`config.mk`:
```
export PLATFORM = sky130hd
export DESIGN_NAME = seq_prio_enc
export DESIGN_NICKNAME = d
export VERILOG_FILES = /design/src/rtl/seq_prio_enc_pkg.sv /design/src/rtl/seq_prio_enc_chunk_enc.sv /design/src/rtl/seq_prio_enc.sv
export SDC_FILE = /design/constraint.sdc
export NUM_CORES = 1
export LEC_CHECK = 0
export BUFFER_PORTS_ARGS = -buffer_cell sky130_fd_sc_hd__buf_2
export CORE_ASPECT_RATIO = 0.5
export CORE_UTILIZATION = 49
export DETAILED_ROUTE_END_ITERATION = 8
export PLACE_DENSITY_LB_ADDON = 0.1
export SETUP_SLACK_MARGIN = 0.15
export SLEW_MARGIN = 20
export SYNTH_ARGS = -nofsm -noshare
export SYNTH_HDL_FRONTEND = slang
export SYNTH_SLANG_ARGS = --single-unit
export TNS_END_PERCENT = 50
```
`constraint.sdc`:
```
create_clock -name clk_i -period 3.25 [get_ports clk_i]
set_input_delay 0.325 -clock clk_i [delete_from_list [all_inputs] [get_ports clk_i]]
set_output_delay 0.325 -clock clk_i [all_outputs]
set_load 0.01 [all_outputs]
```
`src/rtl/seq_prio_enc_pkg.sv`:
```
// seq_prio_enc_pkg: FSM state encoding and pointer sizing shared by the sequential priority encoder
package seq_prio_enc_pkg;
  typedef enum logic [1:0] {
    IDLE = 2'd0,
    SCAN = 2'd1,
    DONE = 2'd2
  } state_t;
  function automatic int ptr_w(int wl, int cl);
    return (wl > cl) ? wl - cl : 1;
  endfunction
endpackage

```
`src/rtl/seq_prio_enc_chunk_enc.sv`:
```
// seq_prio_enc_chunk_enc: combinational CHUNK-wide MSB/LSB finder using a log-depth halving search
module seq_prio_enc_chunk_enc
  import seq_prio_enc_pkg::*;
#(
  parameter int CHUNK_LOG = 4
) (
  input  logic [(1<<CHUNK_LOG)-1:0] chunk_i,
  input  logic                      lsb_i,
  output logic                      nz_o,
  output logic [CHUNK_LOG-1:0]      idx_o
);
  localparam int CHUNK = 1 << CHUNK_LOG;
  localparam logic [CHUNK-1:0] ONES = '1;
  logic [CHUNK-1:0] v, lo, hi;
  logic sel;
  assign nz_o = |chunk_i;
  // each level picks the half holding the wanted bit and emits one index bit, MSB first
  always_comb begin
    v = chunk_i;
    lo = '0;
    hi = '0;
    sel = 1'b0;
    idx_o = '0;
    for (int l = CHUNK_LOG - 1; l >= 0; l--) begin
      lo = v & (ONES >> (CHUNK - (1 << l)));
      hi = (v >> (1 << l)) & (ONES >> (CHUNK - (1 << l)));
      sel = lsb_i ? ~|lo : |hi;
      idx_o[l] = sel;
      v = sel ? hi : lo;
    end
  end
endmodule

```
`src/rtl/seq_prio_enc.sv`:
```
// seq_prio_enc: multi-cycle priority encoder scanning one chunk per cycle; SEQ_PRIO_ENC_NEXT_EN adds bit enumeration
module seq_prio_enc
  import seq_prio_enc_pkg::*;
#(
  parameter int WIDTH_LOG = 8,
  parameter int CHUNK_LOG = 4
) (
  input  logic                      clk_i,
  input  logic                      rst_ni,
  input  logic                      in_valid_i,
  output logic                      in_ready_o,
  input  logic [(1<<WIDTH_LOG)-1:0] in_vec_i,
  input  logic                      in_lsb_i,
  output logic                      out_valid_o,
  input  logic                      out_ready_i,
  output logic                      out_found_o,
  output logic [WIDTH_LOG-1:0]      out_idx_o
`ifdef SEQ_PRIO_ENC_NEXT_EN
  ,
  input  logic                      next_i
`endif
);
  localparam int WIDTH = 1 << WIDTH_LOG;
  localparam int CHUNK = 1 << CHUNK_LOG;
  localparam int NCHUNK = WIDTH / CHUNK;
  localparam int PW = ptr_w(WIDTH_LOG, CHUNK_LOG);
  localparam logic [PW-1:0] PTR_HI = PW'(NCHUNK - 1);
  if (CHUNK_LOG < 1 || CHUNK_LOG > WIDTH_LOG) begin : g_bad_param
    $error("seq_prio_enc: requires 1 <= CHUNK_LOG <= WIDTH_LOG");
  end
  state_t state_q, state_d;
  logic [WIDTH-1:0] vec_q, vec_d;
  logic lsb_q, lsb_d, found_q, found_d;
  logic [PW-1:0] ptr_q, ptr_d;
  logic [WIDTH_LOG-1:0] idx_q, idx_d;
  logic [CHUNK-1:0] chunk;
  logic [CHUNK_LOG-1:0] cidx;
  logic nz, last, accept, handoff, again;
  assign chunk = CHUNK'(vec_q >> {ptr_q, CHUNK_LOG'(0)});
  assign last = ptr_q == (lsb_q ? PTR_HI : '0);
  assign accept = state_q == IDLE && in_valid_i;
  assign handoff = state_q == DONE && out_ready_i;
`ifdef SEQ_PRIO_ENC_NEXT_EN
  assign again = handoff && next_i && found_q;
`else
  assign again = 1'b0;
`endif
  seq_prio_enc_chunk_enc #(.CHUNK_LOG(CHUNK_LOG)) u_chunk_enc (
    .chunk_i(chunk),
    .lsb_i  (lsb_q),
    .nz_o   (nz),
    .idx_o  (cidx)
  );
  // state register
  always_ff @(posedge clk_i or negedge rst_ni) begin
    if (!rst_ni) state_q <= IDLE;
    else state_q <= state_d;
  end
  // next state: the end-chunk test ends the scan, so the pointer never has to wrap
  always_comb begin
    state_d = accept ? SCAN
            : (state_q == SCAN && (nz || last)) ? DONE
            : again ? SCAN
            : handoff ? IDLE
            : state_q;
  end
  // outputs: result fields read as zero outside DONE
  always_comb begin
    in_ready_o = state_q == IDLE;
    out_valid_o = state_q == DONE;
    out_found_o = out_valid_o && found_q;
    out_idx_o = out_valid_o ? idx_q : '0;
  end
  // datapath next state: load on accept, walk the pointer while scanning, clear the reported bit on next
  always_comb begin
    vec_d = accept ? in_vec_i : vec_q;
    lsb_d = accept ? in_lsb_i : lsb_q;
    ptr_d = accept ? (in_lsb_i ? '0 : PTR_HI) : ptr_q;
    found_d = found_q;
    idx_d = idx_q;
    if (state_q == SCAN) begin
      found_d = nz;
      idx_d = nz ? WIDTH_LOG'({ptr_q, cidx}) : '0;
      ptr_d = (nz || last) ? ptr_q : lsb_q ? ptr_q + PW'(1) : ptr_q - PW'(1);
    end
    if (again) vec_d[idx_q] = 1'b0;
  end
  // datapath registers
  always_ff @(posedge clk_i or negedge rst_ni) begin
    if (!rst_ni) begin
      vec_q <= '0;
      lsb_q <= 1'b0;
      ptr_q <= '0;
      found_q <= 1'b0;
      idx_q <= '0;
    end else begin
      vec_q <= vec_d;
      lsb_q <= lsb_d;
      ptr_q <= ptr_d;
      found_q <= found_d;
      idx_q <= idx_d;
    end
  end
endmodule
```
After elaboration in Yosys (flattened, before gate mapping)
Cells that the tools add are included.
Operators by class
  equality and inequality tests: 4
  bitwise operators: 0
  multiply operators: 0
  muxes and demuxes: 18
  shift-type cells: 1
  div/mod/pow operators: 0
  order comparisons: 0
  $add $sub $neg: 2
  reductions and logical operators: 20
Operators with widths (count)
  $shr A256 B8 Y16: 1
  $mux W4: 7
  $mux W8: 3
  $reduce_or A16 Y1: 1
  $reduce_or A8 Y1: 2
  $mux W2: 4
  $reduce_or A4 Y1: 2
  $add A4 B1 Y4 const B: 1
  $eq A4 B4 Y1: 1
  $logic_and A1 B1 Y1: 4
  $logic_not A1 Y1: 4
  $mux W1: 4
  $reduce_or A2 Y1: 2
  $sub A4 B1 Y4 const B: 1
  $reduce_bool A3 Y1: 1
  $eq A2 B1 Y1 const B: 1
  $eq A2 B2 Y1 const B: 1
  $logic_not A2 Y1: 1
  $ne A2 B2 Y1 const B: 1
  $reduce_and A2 Y1: 1
  $reduce_bool A2 Y1: 1
  $logic_or A1 B1 Y1: 1
Storage, ports and cells
  bits in writable memories: 0
  bits in registers: 272
  logic and storage cells: 51
  memories kept: 0
  output and inout port bits: 11
  ROM bits: 0
  input bits: 261
  bits in latches: 0

Logic depth before layout (Yosys ltp)
Gate-level depths: netlist of run 1.
  depth after elaboration: 16
  depth in mapped cells: 12
  mapped depth without buffers: 9

Hierarchy
A second synthesis of run 1 with hierarchy kept.
Unflattened totals
  cell total of the unflattened synthesis: 1334
  area total of the unflattened synthesis: 12854.8 µm²
Modules (own cells, without submodules)
  seq_prio_enc: instances 1, area an instance 12433.2 µm², cells an instance 1271
  seq_prio_enc_chunk_enc: instances 1, area an instance 421.7 µm², cells an instance 63

Least setup slack after synthesis of run 1
No wires, ideal clock.
  kind: register to register
  from: register ptr_q[0]
  to: register idx_q[1]
  data required time: 3.128 ns
  path buffers: 2
  clock period less this slack: 3.250 ns
  arrival time: 3.128 ns
  stages on the path, launching flop included: 12
  slack: 0.000 ns
  cell sequence: dfrtp_1 buf_6 buf_2 mux4_2 a22oi_1 nand2_1 or4_1 o21ai_1 a21boi_0 a211o_1 a41o_1 a32o_1
Between the ends
  word-level cells in the longest chain between the ends: 13
  elaborated cells on any way between the ends: 17
  those cells by class: shift: 1; mux: 6; reduce/logical: 10
RTL lines
  start, declared: line seq_prio_enc.sv:34  | logic [PW-1:0] ptr_q, ptr_d;
  start signal, assigned: line seq_prio_enc.sv:99  | ptr_q <= ptr_d;
  $shr A256 B8 Y16 *: line seq_prio_enc.sv:39  | assign chunk = CHUNK'(vec_q >> {ptr_q, CHUNK_LOG'(0)});
  $reduce_or A8 Y1: line seq_prio_enc_chunk_enc.sv:27  | sel = lsb_i ? ~|lo : |hi;
  $logic_not A1 Y1: line seq_prio_enc_chunk_enc.sv:27
  $mux W1: line seq_prio_enc_chunk_enc.sv:27
  $mux W8: line seq_prio_enc_chunk_enc.sv:29  | v = sel ? hi : lo;
  $reduce_or A4 Y1: line seq_prio_enc_chunk_enc.sv:27
  $logic_not A1 Y1: line seq_prio_enc_chunk_enc.sv:27
  $mux W1: line seq_prio_enc_chunk_enc.sv:27
  $mux W4: line seq_prio_enc_chunk_enc.sv:29
  $reduce_or A2 Y1: line seq_prio_enc_chunk_enc.sv:27
  $logic_not A1 Y1: line seq_prio_enc_chunk_enc.sv:27
  $mux W1: line seq_prio_enc_chunk_enc.sv:27
  $mux W8 *: line seq_prio_enc.sv:83  | idx_d = nz ? WIDTH_LOG'({ptr_q, cidx}) : '0;
  end signal, assigned: line seq_prio_enc.sv:101  | idx_q <= idx_d;
  end, declared: line seq_prio_enc.sv:35  | logic [WIDTH_LOG-1:0] idx_q, idx_d;
Mark *: on every way between the ends. The rest lies on a longest branch, timed or not.
A chain may end at the register's enable or synchronous reset.

Worst setup path in the final report of run 1
Same ends and word-level chain as after synthesis.

==> results of run 1 <==
## registers in the layout, indices dropped and copies added, names as in the netlist
signal and flops:
lsb_q 1, vec_q 256, found_q 1, state_q 2
ptr_q 4, idx_q 8
## final cells by class
cell class                 instances  area share [%]
clock buffer                      36            4.32
multi-input combinational        497            34.3
sequential                       272            41.1
antenna                            2          0.0302
tap                              336            2.53
inverter                           3          0.0679
clock inverter                     6           0.671
timing repair buffer             407            17.0
## cells in the mapped netlist, types with 3 or more instances
master	n	area share, %
dfrtp_1	272	54
mux2_2	256	23
mux4_2	64	12
clkbuf_1	41	1.2
nand2_1	35	1.0
a22oi_1	30	1.8
o21ai_0	13	0.52
a21oi_1	12	0.48
and2_1	12	0.60
nor2_1	8	0.24
buf_1	5	0.15
nand3_1	5	0.20
a211o_1	4	0.28
a21o_1	4	0.24
a22o_1	4	0.28
o21ai_1	4	0.16
buf_2	3	0.12
buf_4	3	0.18
buf_6	3	0.27
nor2b_1	3	0.15
nor3_1	3	0.12
nor4_2	3	0.30
o22ai_1	3	0.15
## worst max-delay path: stages (launching register included)
cell and delay (ns):
dfrtp_4 0.55, buf_12 0.18, buf_4 0.12, mux4_2 0.50, a22oi_2 0.21, buf_4 0.17, nand2_2 0.06, or4_4 0.45
o311a_1 0.34, a21oi_1 0.13, o22ai_1 0.10, a211o_1 0.29, a32o_1 0.25
## cells by family (layout without fill, tap and decap cells)
family | after synthesis | in the layout
compound gates | 94 | 94
xor+xnor | 2 | 2
fa+ha+maj | 3 | 3
buf+inv | 58 | 452
flops | 272 | 272
mux | 320 | 320
other cells | 0 | 2
simple gates | 78 | 78
## power by group through the flow
stage,Sequential (W),Combinational [W],Clock (W)
finish,0.00613,0.00909,0.00306
global route,0.00635,0.00974,0.00327
CTS,0.00610,0.00861,0.00313
detailed placement,0.00614,0.00826,0
global placement,0.00606,0.00813,0
floorplan,0.00574,0.00583,0
## worst max path at each step
stage / startpoint / to / slack (ns) / cells after the start
after floorplan: ptr_q[0]$_DFFE_PN0P_ / idx_q[0]$_DFFE_PN0P_ / 0.1 / 12
after global placement: ptr_q[0]$_DFFE_PN0P_ / idx_q[1]$_DFFE_PN0P_ / -0.16 / 11
after detailed placement: ptr_q[0]$_DFFE_PN0P_ / idx_q[1]$_DFFE_PN0P_ / -0.20 / 11
after CTS: ptr_q[0]$_DFFE_PN0P_ / idx_q[0]$_DFFE_PN0P_ / -0.17 / 11
after global routing: ptr_q[0]$_DFFE_PN0P_ / idx_q[1]$_DFFE_PN0P_ / -0.29 / 12
final: ptr_q[0]$_DFFE_PN0P_ / idx_q[1]$_DFFE_PN0P_ / -0.22 / 12
## per-stage QoR
step                cells  setup TNS (ns)
floorplan             827               0
global placement     1448          -0.558
detailed placement   1448          -0.686
CTS                  1544          -0.294
global route         1558           -1.06
finish               1559          -0.439
## per-layer routing
layer  vias up  routed length, um  GRT usage (%)
met3        59               1560           4.76
li1       3885                  -              -
met2       224              15200           40.5
met5         -                 33              0
met1      4543              15700           39.0
met4         6                686           5.59
## timing repair
action / CTS / global route
cloned: 1 / 3
hold buffers: 51 / 0
endpoints found under the setup margin: 10 / 15
hold endpoints to repair: 131 / 0
setup buffers: 2 / 10
resized for setup: 17 / 25
pin swaps: 0 / 10
==> impl_metrics.env, run 1 <==
export IMPL_status="finished with violations"
export IMPL_violations="setup timing"
export IMPL_drc=0
export IMPL_multi_input_area_mm2=0.00569
export IMPL_vias=8717
export IMPL_maxSlewViolCount=0
export IMPL_ys_flop_type="dfrtp_1"
export IMPL_synth_top_family_by_area="multiplexers"
export IMPL_fin_ws_ns=-0.218
export IMPL_synth_edf_count=0
export IMPL_yosys_warnings=0
export IMPL_finish_instance_area_mm2=0.0166
export IMPL_power_density_mw_per_mm2=1100
export IMPL_synth_avg_cell_area_um2=15.1
export IMPL_cap_viol_max_count=0
export IMPL_grt_use_total_pct=26.2
export IMPL_area_sequential_mm2=0.00681
export IMPL_synth_nets=1091
export IMPL_grt_overflow=0
export IMPL_wl_mm=33.2
export IMPL_root_buffer="clkbuf_16"
export IMPL_clock_path_buffers=3
export IMPL_clock_fmax_mhz=288
export IMPL_reg2reg_slack_ns=-0.22
export IMPL_grt_pass1_vias=9306
export IMPL_ios=272
export IMPL_clkPwrFrac_pct=16.7
export IMPL_period_minus_slack_ns=3.47
export IMPL_synth_xor_area_share_pct=0.140
export IMPL_synth_adder_area_share_pct=0.360
export IMPL_whs_path_depth=2
export IMPL_synth_distinct_cells=51
export IMPL_final_cell_mix="270 x dfrtp_1, 270 x buf_2, 256 x mux2_2"
export IMPL_startpoint_type="register"
export IMPL_dp_slack_ns=-0.200
export IMPL_p_comb_share_pct=49.7
export IMPL_grt_pass1_wl_mm=52.8
export IMPL_netlist_instances=827
export IMPL_setup_viol=3
export IMPL_critPathRequiredTime_ns=3.68
export IMPL_routedWlPerCell_um=21.3
export IMPL_totalPowerFinal_w=0.0183
export IMPL_fin_skew_ns=0.0143
export IMPL_crit_path_end_kind="register"
export IMPL_ys_seq_elements=272
export IMPL_hold_viol=0
export IMPL_critPathMaxFanout=8
export IMPL_internal_power_w=0.0121
export IMPL_p_sw_w=0.00621
export IMPL_die_x_um=228
export IMPL_p_leak_nw=7.24
export IMPL_final_util_pct=67.6
export IMPL_cts_buffers=25
export IMPL_drive_gt1_share_pct=62.7
export IMPL_p_seq_share_pct=33.5
export IMPL_drtIter0Drc=587
export IMPL_synth_compound_area_share_pct=5.37
export IMPL_reg2reg_from="ptr_q[0]$_DFFE_PN0P_"
export IMPL_crit_type="register to register"
export IMPL_clk_pin_slew_worst_paths_ns=0.07
export IMPL_nFillCells=1793
export IMPL_post_route_period_util_pct=107
export IMPL_switching_share_pct=34.0
export IMPL_rows=40
export IMPL_antenna_left=0
export IMPL_start_util_pct=51.1
export IMPL_cts_sinks=272
export IMPL_die_area_mm2=0.0262
export IMPL_reg2reg_depth=12
export IMPL_grt_max_degree=87
export IMPL_place_area_mm2=0.0149
export IMPL_r2r_end="idx_q[1]$_DFFE_PN0P_"
export IMPL_drtPass1Iterations=8
export IMPL_min_from="in_vec_i[233]"
export IMPL_rsz0062_at_grt="yes"
export IMPL_dpl_hpwl_mm=22.9
export IMPL_synth_simple_gate_area_share_pct=3.19
export IMPL_slew_headroom_pct=52.9
export IMPL_port_buffers=271
export IMPL_arrival_ns=3.90
export IMPL_worst_pin_slew_ns=0.706
export IMPL_holdWs_ns=0.0190
export IMPL_clk_latency_ns=0.54
export IMPL_irDropWorstVdd_mv=0.546
export IMPL_nNetsFinal=1470
export IMPL_hold_path_class="primary input to register"
export IMPL_ys_async_sr_fraction_pct=100
export IMPL_area_delta_synth_final_pct=32.5
export IMPL_antenna_found_initial=4
export IMPL_gp_congestion=0.903
export IMPL_netlist_area_mm2=0.0125
export IMPL_core_mm2=0.0245
export IMPL_synth_seq_area_share_pct=54.4
export IMPL_cts_htree_levels=1
export IMPL_hold_end="vec_q[233]$_DFFE_PN0P_"
export IMPL_viasPerCell=5.59
export IMPL_synthMuxAreaShare_pct=34.5
export IMPL_cts_tree="yes"
export IMPL_die_height_um=115
Note: power is estimated with default switching activity, not from simulation.
==> run 2, diff against run 1 <==
- TNS_END_PERCENT: 50 -> 100
==> run 2 against run 1 <==
  * The flow still finishes with violations (setup timing)
  * Non-clock buffer count is 54 higher
  * Combinational power is 6.5% higher
  * Global-route usage is 0.14 points lower
  * Critical endpoint unchanged
==> impl_metrics.env, run 2 (synthesis gave the netlist of run 1 again) <==
export IMPL_start_util_pct=51.1
export IMPL_critPathMaxFanout=13
export IMPL_viasPerCell=5.48
export IMPL_grt_max_degree=96
export IMPL_clk_latency_ns=0.55
export IMPL_min_from="in_vec_i[220]"
export IMPL_core_mm2=0.0245
export IMPL_setup_viol=3
export IMPL_cts_sinks=272
export IMPL_power_density_mw_per_mm2=1090
export IMPL_holdWs_ns=0.0129
export IMPL_reg2reg_from="ptr_q[0]$_DFFE_PN0P_"
export IMPL_path_cells="buf_12 > buf_12 > mux4_2 > a22oi_2 > nand2_1 > or4_4 > o311a_1 > a21oi_1 > o22ai_1 > a211o_1 > a32o_1"
export IMPL_clock_path_buffers=3
export IMPL_die_x_um=228
export IMPL_antenna_found_initial=3
export IMPL_gp_congestion=0.944
export IMPL_worst_pin_slew_ns=0.900
export IMPL_hold_path_class="primary input to register"
export IMPL_routedWlPerCell_um=20.5
export IMPL_drtPass1Iterations=6
export IMPL_cts_buffers=26
export IMPL_ios=272
export IMPL_fin_skew_ns=0.0171
export IMPL_hold_viol=0
export IMPL_finish_instance_area_mm2=0.0171
export IMPL_root_buffer="clkbuf_16"
export IMPL_status="finished with violations"
export IMPL_port_buffers=271
export IMPL_p_leak_nw=7.50
export IMPL_critPathRequiredTime_ns=3.68
export IMPL_antenna_left=0
export IMPL_fin_ws_ns=-0.257
export IMPL_cpPeakStageDelay_ns=0.59
export IMPL_slew_headroom_pct=40.0
export IMPL_grt_pass1_wl_mm=52.6
export IMPL_violations="setup timing"
export IMPL_period_minus_slack_ns=3.51
export IMPL_crit_type="register to register"
export IMPL_drtIter0Drc=552
export IMPL_rows=40
export IMPL_area_delta_synth_final_pct=36.9
export IMPL_crit_path_top_delay_cell="or4_4"
export IMPL_cp_startpoint="ptr_q[0]$_DFFE_PN0P_"
export IMPL_drc=0
export IMPL_reg2reg_depth=11
export IMPL_die_area_mm2=0.0262
export IMPL_whs_path_depth=2
export IMPL_die_height_um=115
export IMPL_totalPowerFinal_w=0.0187
export IMPL_place_area_mm2=0.0148
export IMPL_grt_use_total_pct=26.1
export IMPL_dp_slack_ns=-0.291
export IMPL_startpoint_type="register"
export IMPL_nNetsFinal=1525
export IMPL_vias=8841
export IMPL_clk_pin_slew_worst_paths_ns=0.07
export IMPL_drive_gt1_share_pct=61.3
export IMPL_grt_overflow=0
export IMPL_irDropWorstVdd_mv=0.471
export IMPL_crit_path_end_kind="register"
export IMPL_stdcell_count=1614
export IMPL_grt_pass1_vias=9521
export IMPL_wl_mm=33.1
export IMPL_cap_viol_max_count=0
export IMPL_crit_top_cell="buf_12"
export IMPL_maxSlewViolCount=0
export IMPL_cts_tree="yes"
export IMPL_arrival_ns=3.93
export IMPL_top_register="vec_q"
export IMPL_cts_htree_levels=1
export IMPL_rsz0062_at_grt="yes"
export IMPL_top_regs="vec_q (256), idx_q (8), ptr_q (4)"
export IMPL_post_route_period_util_pct=108
export IMPL_clock_fmax_mhz=285
export IMPL_dpl_hpwl_mm=22.9
export IMPL_dp_cells=1448
export IMPL_largest_reg_flops=256
export IMPL_final_cell_mix="270 x dfrtp_1, 270 x buf_2, 256 x mux2_2"
==> run 2: final timing paths <==
check,end,slack (ns)
hold reg to reg,idx_q[5]$_DFFE_PN0P_,0.49
min in group asynchronous,vec_q[126]$_DFFE_PN0P_,0.37
setup reg to reg,idx_q[1]$_DFFE_PN0P_,-0.26
max in group asynchronous,vec_q[247]$_DFFE_PN0P_,1.96
setup / recovery,idx_q[1]$_DFFE_PN0P_,-0.26
hold / removal,vec_q[220]$_DFFE_PN0P_,0.01
==> run 2: worst max-delay path, delay by kind of cell, from the launching register on <==
family,cells,cell delay (ns)
compound gates,6,1.47
buf+inv,2,0.28
simple gates,2,0.70
mux,1,0.51
flops,1,0.45
==> run 2: power breakdown <==
group          switching, W  internal (W)
Clock               0.00127       0.00167
Combinational       0.00417       0.00551
Sequential         0.000978       0.00515
==> run 2: layout make-up <==
| type | instances | area (um^2) |
|---|---|---|
| Fill cell | 1781 | 7380 |
| Multi-Input combinational cell | 497 | 5760 |
| Antenna cell | 2 | 5.00 |
| Tap cell | 336 | 420 |
| Inverter | 3 | 11.3 |
| Sequential cell | 272 | 6810 |
| Clock inverter | 2 | 10.0 |
| Clock buffer | 41 | 798 |
| Timing Repair Buffer | 461 | 3320 |
==> run 2: per-layer routing <==
layer | vias up | track usage (%) | part of all wire [%]
met5 | - | 0 | 0.030
met2 | 211 | 41.3 | 47
met1 | 4594 | 38.3 | 48
met4 | 2 | 5.23 | 1.3
li1 | 3995 | - | -
met3 | 39 | 4.51 | 4.4
==> run 2: through the flow <==
stage	util (%)	TNS, ns
floorplan	-	0
detailed placement	60.5	-1.09
global placement	60.5	-0.687
CTS	69.1	-0.339
global route	69.9	-1.43
finish	69.9	-0.469
==> run 2: what timing repair did <==
item / in CTS / in global routing
pin swaps: 22 / 20
buffers inserted: 22 / 5
hold endpoints to repair: 180 / 2
cloned: 2 / 0
hold buffers: 90 / 2
gates resized for setup: 43 / 29
setup endpoints to repair: 11 / 15
